--- src/rtl/ras_ckpt_stack.sv ---
// Return-address stack with checkpoint/restore of its pointer state.
// Speculative calls push and returns pop; a mispredict reloads {tp, occ}.
//
// Ports:
//   clk_i, rst_ni          clock, synchronous active-low reset
//   flush_i                empty the stack (entries kept)
//   push_i, pop_i, data_i  speculative call / return, pushed address
//   restore_i, ckpt_i      reload {tp, occ} from an earlier ckpt_o
//   top_valid_o, top_o     stack non-empty, entry at top pointer
//   ckpt_o                 current {tp, occ}
//   overflow_o             push discarded the oldest entry (this cycle)
//   underflow_o            pop on empty stack (this cycle)
module ras_ckpt_stack #(
    parameter  int VLEN   = 64,
    parameter  int DEPTH  = 2,
    localparam int PTR_W  = $clog2(DEPTH),
    localparam int CNT_W  = PTR_W + 1,
    localparam int CKPT_W = PTR_W + CNT_W
) (
    input  logic              clk_i,
    input  logic              rst_ni,
    input  logic              flush_i,
    input  logic              push_i,
    input  logic              pop_i,
    input  logic [VLEN-1:0]   data_i,
    input  logic              restore_i,
    input  logic [CKPT_W-1:0] ckpt_i,
    output logic              top_valid_o,
    output logic [VLEN-1:0]   top_o,
    output logic [CKPT_W-1:0] ckpt_o,
    output logic              overflow_o,
    output logic              underflow_o
);

    localparam logic [CNT_W-1:0] OCC_FULL = CNT_W'(DEPTH);
    localparam logic [CNT_W-1:0] OCC_ONE  = CNT_W'(1);
    localparam logic [PTR_W-1:0] PTR_ONE  = PTR_W'(1);

    logic [VLEN-1:0]  r_mem [DEPTH];
    logic [PTR_W-1:0] r_tp;
    logic [CNT_W-1:0] r_occ;

    logic [PTR_W-1:0] w_tp_nxt;
    logic [PTR_W-1:0] w_tp_inc;
    logic [PTR_W-1:0] w_tp_dec;
    logic [PTR_W-1:0] w_ckpt_tp;
    logic [PTR_W-1:0] w_wr_idx;
    logic [CNT_W-1:0] w_occ_nxt;
    logic [CNT_W-1:0] w_ckpt_occ;
    logic             w_empty;
    logic             w_full;
    logic             w_spec_op;
    logic             w_push_only;
    logic             w_pop_only;
    logic             w_push_pop;
    logic             w_wr_en;

    // Pointer width equals log2(DEPTH), so natural wrap is modulo DEPTH.
    assign w_tp_inc   = r_tp + PTR_ONE;
    assign w_tp_dec   = r_tp - PTR_ONE;
    assign w_ckpt_tp  = ckpt_i[CKPT_W-1:CNT_W];
    assign w_ckpt_occ = ckpt_i[CNT_W-1:0];

    assign w_empty = (r_occ == '0);
    assign w_full  = (r_occ == OCC_FULL);

    // Push/pop only act when neither flush nor restore claims the cycle.
    assign w_spec_op   = !flush_i && !restore_i;
    assign w_push_only = w_spec_op && push_i && !pop_i;
    assign w_pop_only  = w_spec_op && pop_i && !push_i;
    assign w_push_pop  = w_spec_op && push_i && pop_i;

    // Push+pop replaces the top in place: the return leaves and the call
    // re-enters at the same slot.
    assign w_wr_en  = w_push_only || w_push_pop;
    assign w_wr_idx = w_push_only ? w_tp_inc : r_tp;

    always_comb begin
        w_tp_nxt  = r_tp;
        w_occ_nxt = r_occ;
        if (flush_i) begin
            w_tp_nxt  = '0;
            w_occ_nxt = '0;
        end else if (restore_i) begin
            w_tp_nxt  = w_ckpt_tp;
            w_occ_nxt = w_ckpt_occ;
        end else if (w_push_pop) begin
            if (w_empty) begin
                w_occ_nxt = OCC_ONE;
            end
        end else if (w_push_only) begin
            w_tp_nxt = w_tp_inc;
            if (!w_full) begin
                w_occ_nxt = r_occ + OCC_ONE;
            end
        end else if (w_pop_only) begin
            if (!w_empty) begin
                w_tp_nxt  = w_tp_dec;
                w_occ_nxt = r_occ - OCC_ONE;
            end
        end
    end

    always_ff @(posedge clk_i) begin
        if (!rst_ni) begin
            r_tp  <= '0;
            r_occ <= '0;
            for (int i = 0; i < DEPTH; i++) begin
                r_mem[i] <= '0;
            end
        end else begin
            r_tp  <= w_tp_nxt;
            r_occ <= w_occ_nxt;
            if (w_wr_en) begin
                r_mem[w_wr_idx] <= data_i;
            end
        end
    end

    assign top_o       = r_mem[r_tp];
    assign top_valid_o = !w_empty;
    assign ckpt_o      = {r_tp, r_occ};
    assign overflow_o  = w_push_only && w_full;
    assign underflow_o = w_pop_only && w_empty;

    // A checkpoint can only ever carry an occupancy of 0..DEPTH.
    a_ckpt_occ_legal: assert property (
        @(posedge clk_i) disable iff (!rst_ni)
        (restore_i && !flush_i) |-> (w_ckpt_occ <= OCC_FULL)
    );

endmodule
--- config.mk ---
export PLATFORM = sky130hd
export DESIGN_NAME = ras_ckpt_stack
export DESIGN_NICKNAME = d
export VERILOG_FILES = /design/src/rtl/ras_ckpt_stack.sv
export SDC_FILE = /design/constraint.sdc
export NUM_CORES = 1
export LEC_CHECK = 0
export BUFFER_PORTS_ARGS = -buffer_cell sky130_fd_sc_hd__buf_2
export CORE_ASPECT_RATIO = 1.5
export CORE_MARGIN = 2
export CORE_UTILIZATION = 53
export CTS_CLUSTER_SIZE = 16
export DETAILED_ROUTE_END_ITERATION = 12
export HOLD_SLACK_MARGIN = 0.15
export PLACE_DENSITY = 0.79
export SETUP_SLACK_MARGIN = 0.1
export SLEW_MARGIN = 0
export SYNTH_ARGS = -nofsm -noshare
export SYNTH_HDL_FRONTEND = slang
export SYNTH_SLANG_ARGS = --single-unit
--- constraint.sdc ---
create_clock -name clk_i -period 7.4 [get_ports clk_i]
set_input_delay 1.11 -clock clk_i [delete_from_list [all_inputs] [get_ports clk_i]]
set_output_delay 1.11 -clock clk_i [all_outputs]
set_load 0.05 [all_outputs]
Yosys cells after proc, flatten, opt, wreduce, memory -nomap -nowiden. Memories as Yosys holds them, arrays and structs flattened. A register that Yosys moved wholly into a read port is not among the register bits. Cells that the tools add are included.

Bits in latches: 0. RAM bits: 128. Bits in registers: 3. Word-level logic and storage cells: 57. Bits in read-only memories: 0. Memories: 1.

Equal/unequal tests: 6. Bitwise gates (word level): 1. Shift operators: 0. Div/mod/pow operators: 0. Multipliers: 0. Reduce and logical (&&, ||, !) cells: 21. Muxes and demuxes: 22. Order comparisons: 0. Add/subtract/negate cells: 4.

Memories: r_mem (words 2, width 64, rd ports 1, clocked after memory_dff 1, wr ports 2, line 39) `logic [VLEN-1:0] r_mem [DEPTH];`.

Operator list (count): $mux W64 (1); $reduce_or A64 Y1 (1); $mux W1 (14); $mux W2 (7); $logic_and A1 B1 Y1 (8); $logic_not A1 Y1 (5); $ne A4 B2 Y1 const B (1); $ne A4 B3 Y1 const B (1); $reduce_and A4 Y1 (1); $reduce_bool A4 Y1 (1); $ne A3 B2 Y1 const B (1); $ne A3 B3 Y1 const B (1); $reduce_and A3 Y1 (1); $reduce_bool A3 Y1 (1); $add A2 B1 Y2 const B (1); $eq A2 B2 Y1 const B (1); $logic_not A2 Y1 (1); $ne A2 B2 Y1 const B (1); $reduce_or A2 Y1 (1); $sub A2 B1 Y2 const B (1); $add A1 B1 Y1 const B (1); $logic_or A1 B1 Y1 (1); $not A1 Y1 (1); $sub A1 B1 Y1 const B (1).

Depth between registers and ports, before layout.
Depth in word-level cells: 10. Mapped depth: 6. Gate-level depth less buffers: 4.

Least setup slack after synthesis. No wires, ideal clock.

Kind: input port to flip-flop. Start point: input restore_i. End point: memory r_mem[0][0], enable pin. Setup time: 0.574 ns. Buffers on the path: 1. Path slack: 0.802 ns. Data arrival time: 6.024 ns. Stages on the path: 4. Path through: buf_2 > nor2_4 > nand3_2 > o21ai_0.

RTL lines: from (decl) (line 26) `input logic restore_i,`; to (decl) (line 39).

==> results.txt <==
cells along the critical path: buf_4 -> mux2_2 -> buf_2
# nets final: 594
status: finished, final reports clean
Yosys top cell area share: 66.54%
antenna viol nets, final: 0
CTS tree: done
Layout fillers: 807
hold_buf cts: 0
die area: 11770 um2
port buffer count: 142
WHS Endpoint: r_occ[0]
warnings from Yosys: 0
die span in y: 131.9 um
vias in the first global route: 3743
Tot Pwr: 0.001959 W
Clock Tree Buf Depth: 2
CP startpoint kind: flop
Crit Path Max Fanout: 64
via count: 3499
synth top area cells: edfxtp_1 67%, and2_1 14%, mux2_2 12%, dfxtp_1 1.4%, buf_2 0.61%
root buf cell: clkbuf_16
fin. max-slew vios: 0
RR Startpoint: r_tp
Detailed Route Iter0 Violations: 205
Fmax achieved: 314.7 MHz
global route overflow: 0
register area share after synthesis: 67.92%
Max transition margin: 19.18%
Power Dens Cells: 270.4 nW/um2
top cell type by total area after synthesis: edfxtp_1
Critical Path RT: 6.29 ns
Crit Reg-Reg Endpoint: r_mem[1][9]
DRC violations left: 0
FF+latch count, synth: 132
starting density of the core: 54.55%
WL/cell: 17.11 um
Netlist cell types: 32
clock-pin slew on the worst setup and hold paths: 0.05 ns
clk sinks: 132
Post-synth top flop: edfxtp_1
TritonRoute pass-1 iters: 4
Max Cap Viol: 0
# rows: 46
CP arrival: 2.07 ns
syn_area_per_cell: 15.28 um2
Hold Vio Cnt, Final: 0
initial antenna violation count: 1
Post-Synthesis Cells: 378
Max IR drop VDD: 0.1827 mV
min-delay src: r_occ[0]
worst skew pair latency: 0.41 ns
reg2reg path depth: 3
Reg2Reg Setup Slack: 5.35 ns
die width: 89.25 um
leakage power total: 2.978 nW
GP Congestion: 0.7484
DP HPWL: 7110 um
Crit-path slowest cell: buf_4
Vias/cell: 5.153
H-tree level count: 4
Tot GR Track Use: 20.31%
FFs w/ async S/R, synth: 0%
largest net degree at the start of global routing: 65
Worst Clk Skew: 0.004621 ns
Post-CTS Setup Bufs: 0
final setup vio count: 0
Slew @ Worst Pin: 1.209 ns
Syn Nets: 451
layout cells sized above 1: 45.69%
first-pass GRT wire length: 17550 um
CTS Buf Count: 17
final std cells w/o fill: 679
RSZ-0062 raised after global routing: no
number of instances in the placed design: 646
P&R area growth vs syn: 25.38%
I/O pin total: 143
Final min period: 3.177 ns
worst min path class: flop to flop
EDFF count, synth: 128
CP peak stage delay: 0.65 ns
core area: 10590 um2
crit path capture type: primary output
fin crit share: 42.94%
critical path type: flop to primary output
final setup TNS: 0 ns
Synth Cell Area: 5777 um2
Routed WL: 11620 um
utilization after layout: 68.40%
WHS Path Cells: 2
CTS resizes: 0
cells in the final DEF, fill, tap and decap left out, types with 3 or more instances in the layout:
cell type / instances
and2_1: 128
buf_2: 142
buf_4: 3
bufinv_16: 5
clkbuf_16: 17
clkinv_1: 5
dfxtp_1: 3
edfxtp_1: 128
mux2_2: 64
nor2_1: 3
nor2_4: 3
worst max-delay path: cells and delay by family, from the launching register on:
| family | cells | cell delay, ns |
|---|---|---|
| buffers and inverters | 2 | 0.86 |
| DFF | 1 | 0.31 |
| muxes | 1 | 0.43 |
kinds of logic after synthesis:
family | after synthesis | share of synthesized area (%)
xor+xnor | 3 | 0.4549
mux | 65 | 12.65
buf+inv | 23 | 1.841
simple gates | 145 | 16.01
compound gates | 10 | 1.126
flops | 132 | 67.92
synth_stat cells, types with 2 or more instances:
library cell / n
nand2_1: 2
a31oi_1: 2
edfxtp_1: 128
nor2_4: 2
xnor2_1: 2
clkbuf_2: 6
and2_1: 128
mux2_2: 64
buf_2: 7
inv_1: 2
dfxtp_1: 4
nor2_1: 3
clkbuf_1: 7
o21ai_0: 2
a21oi_1: 2
layout make-up:
class | count | area [um2] | share of cell area, %
flip-flops and latches | 132 | 3925 | 54.19
diodes | 1 | 2.502 | 0.03455
clock buffers | 19 | 432.9 | 5.977
multi-input cells | 223 | 1774 | 24.49
repair buffers | 145 | 733.2 | 10.12
inverters | 2 | 7.507 | 0.1036
well taps | 144 | 180.2 | 2.487
clock inverters | 13 | 187.7 | 2.591
flip-flops by register name (all words and copies together) (netlist names), named ones only:
name and cells:
r_tp 1, r_occ 2, r_mem 128
power breakdown:
part           total [W]  internal (W)  switching [W]
clock           0.000875      0.000590       0.000284
sequential      0.000868      0.000858     0.00000986
combinational   0.000216     0.0000619       0.000154
total            0.00196       0.00151       0.000449
layer usage:
metal  up-vias  wire length (um)  share of wire (%)  GRT usage (%)
li1       1637                 -                  -              -
met1      1738              4220                 36          20.07
met2       105              6510                 56          37.16
met3        19               598                5.1          6.763
met4         0               287                2.5          8.458
met5         -                 0                  0              0
through the flow:
step	cell area [um2]	setup slack (ns)	hold WS [ns]
after floorplan	5777	0.8018	0.6834
after global placement	6620	4.392	0.5694
after detailed placement	6620	4.340	0.5973
after CTS	7241	4.193	0.6113
after global routing	7243	4.123	0.6249
final	7243	4.223	0.5963
how the worst max path moves through the flow:
stage,from,to,slack [ns],cells after the start
2_1_floorplan,restore_i,r_mem[0][0],0.80,4
3_3_place_gp,push_i,overflow_o,4.39,4
3_5_place_dp,push_i,overflow_o,4.34,4
4_1_cts,flop,top_o[15],4.19,3
5_1_grt,flop,top_o[39],4.12,3
6_report,flop,top_o[12],4.22,3
No activity file was read; power rests on OpenSTA's default activity.
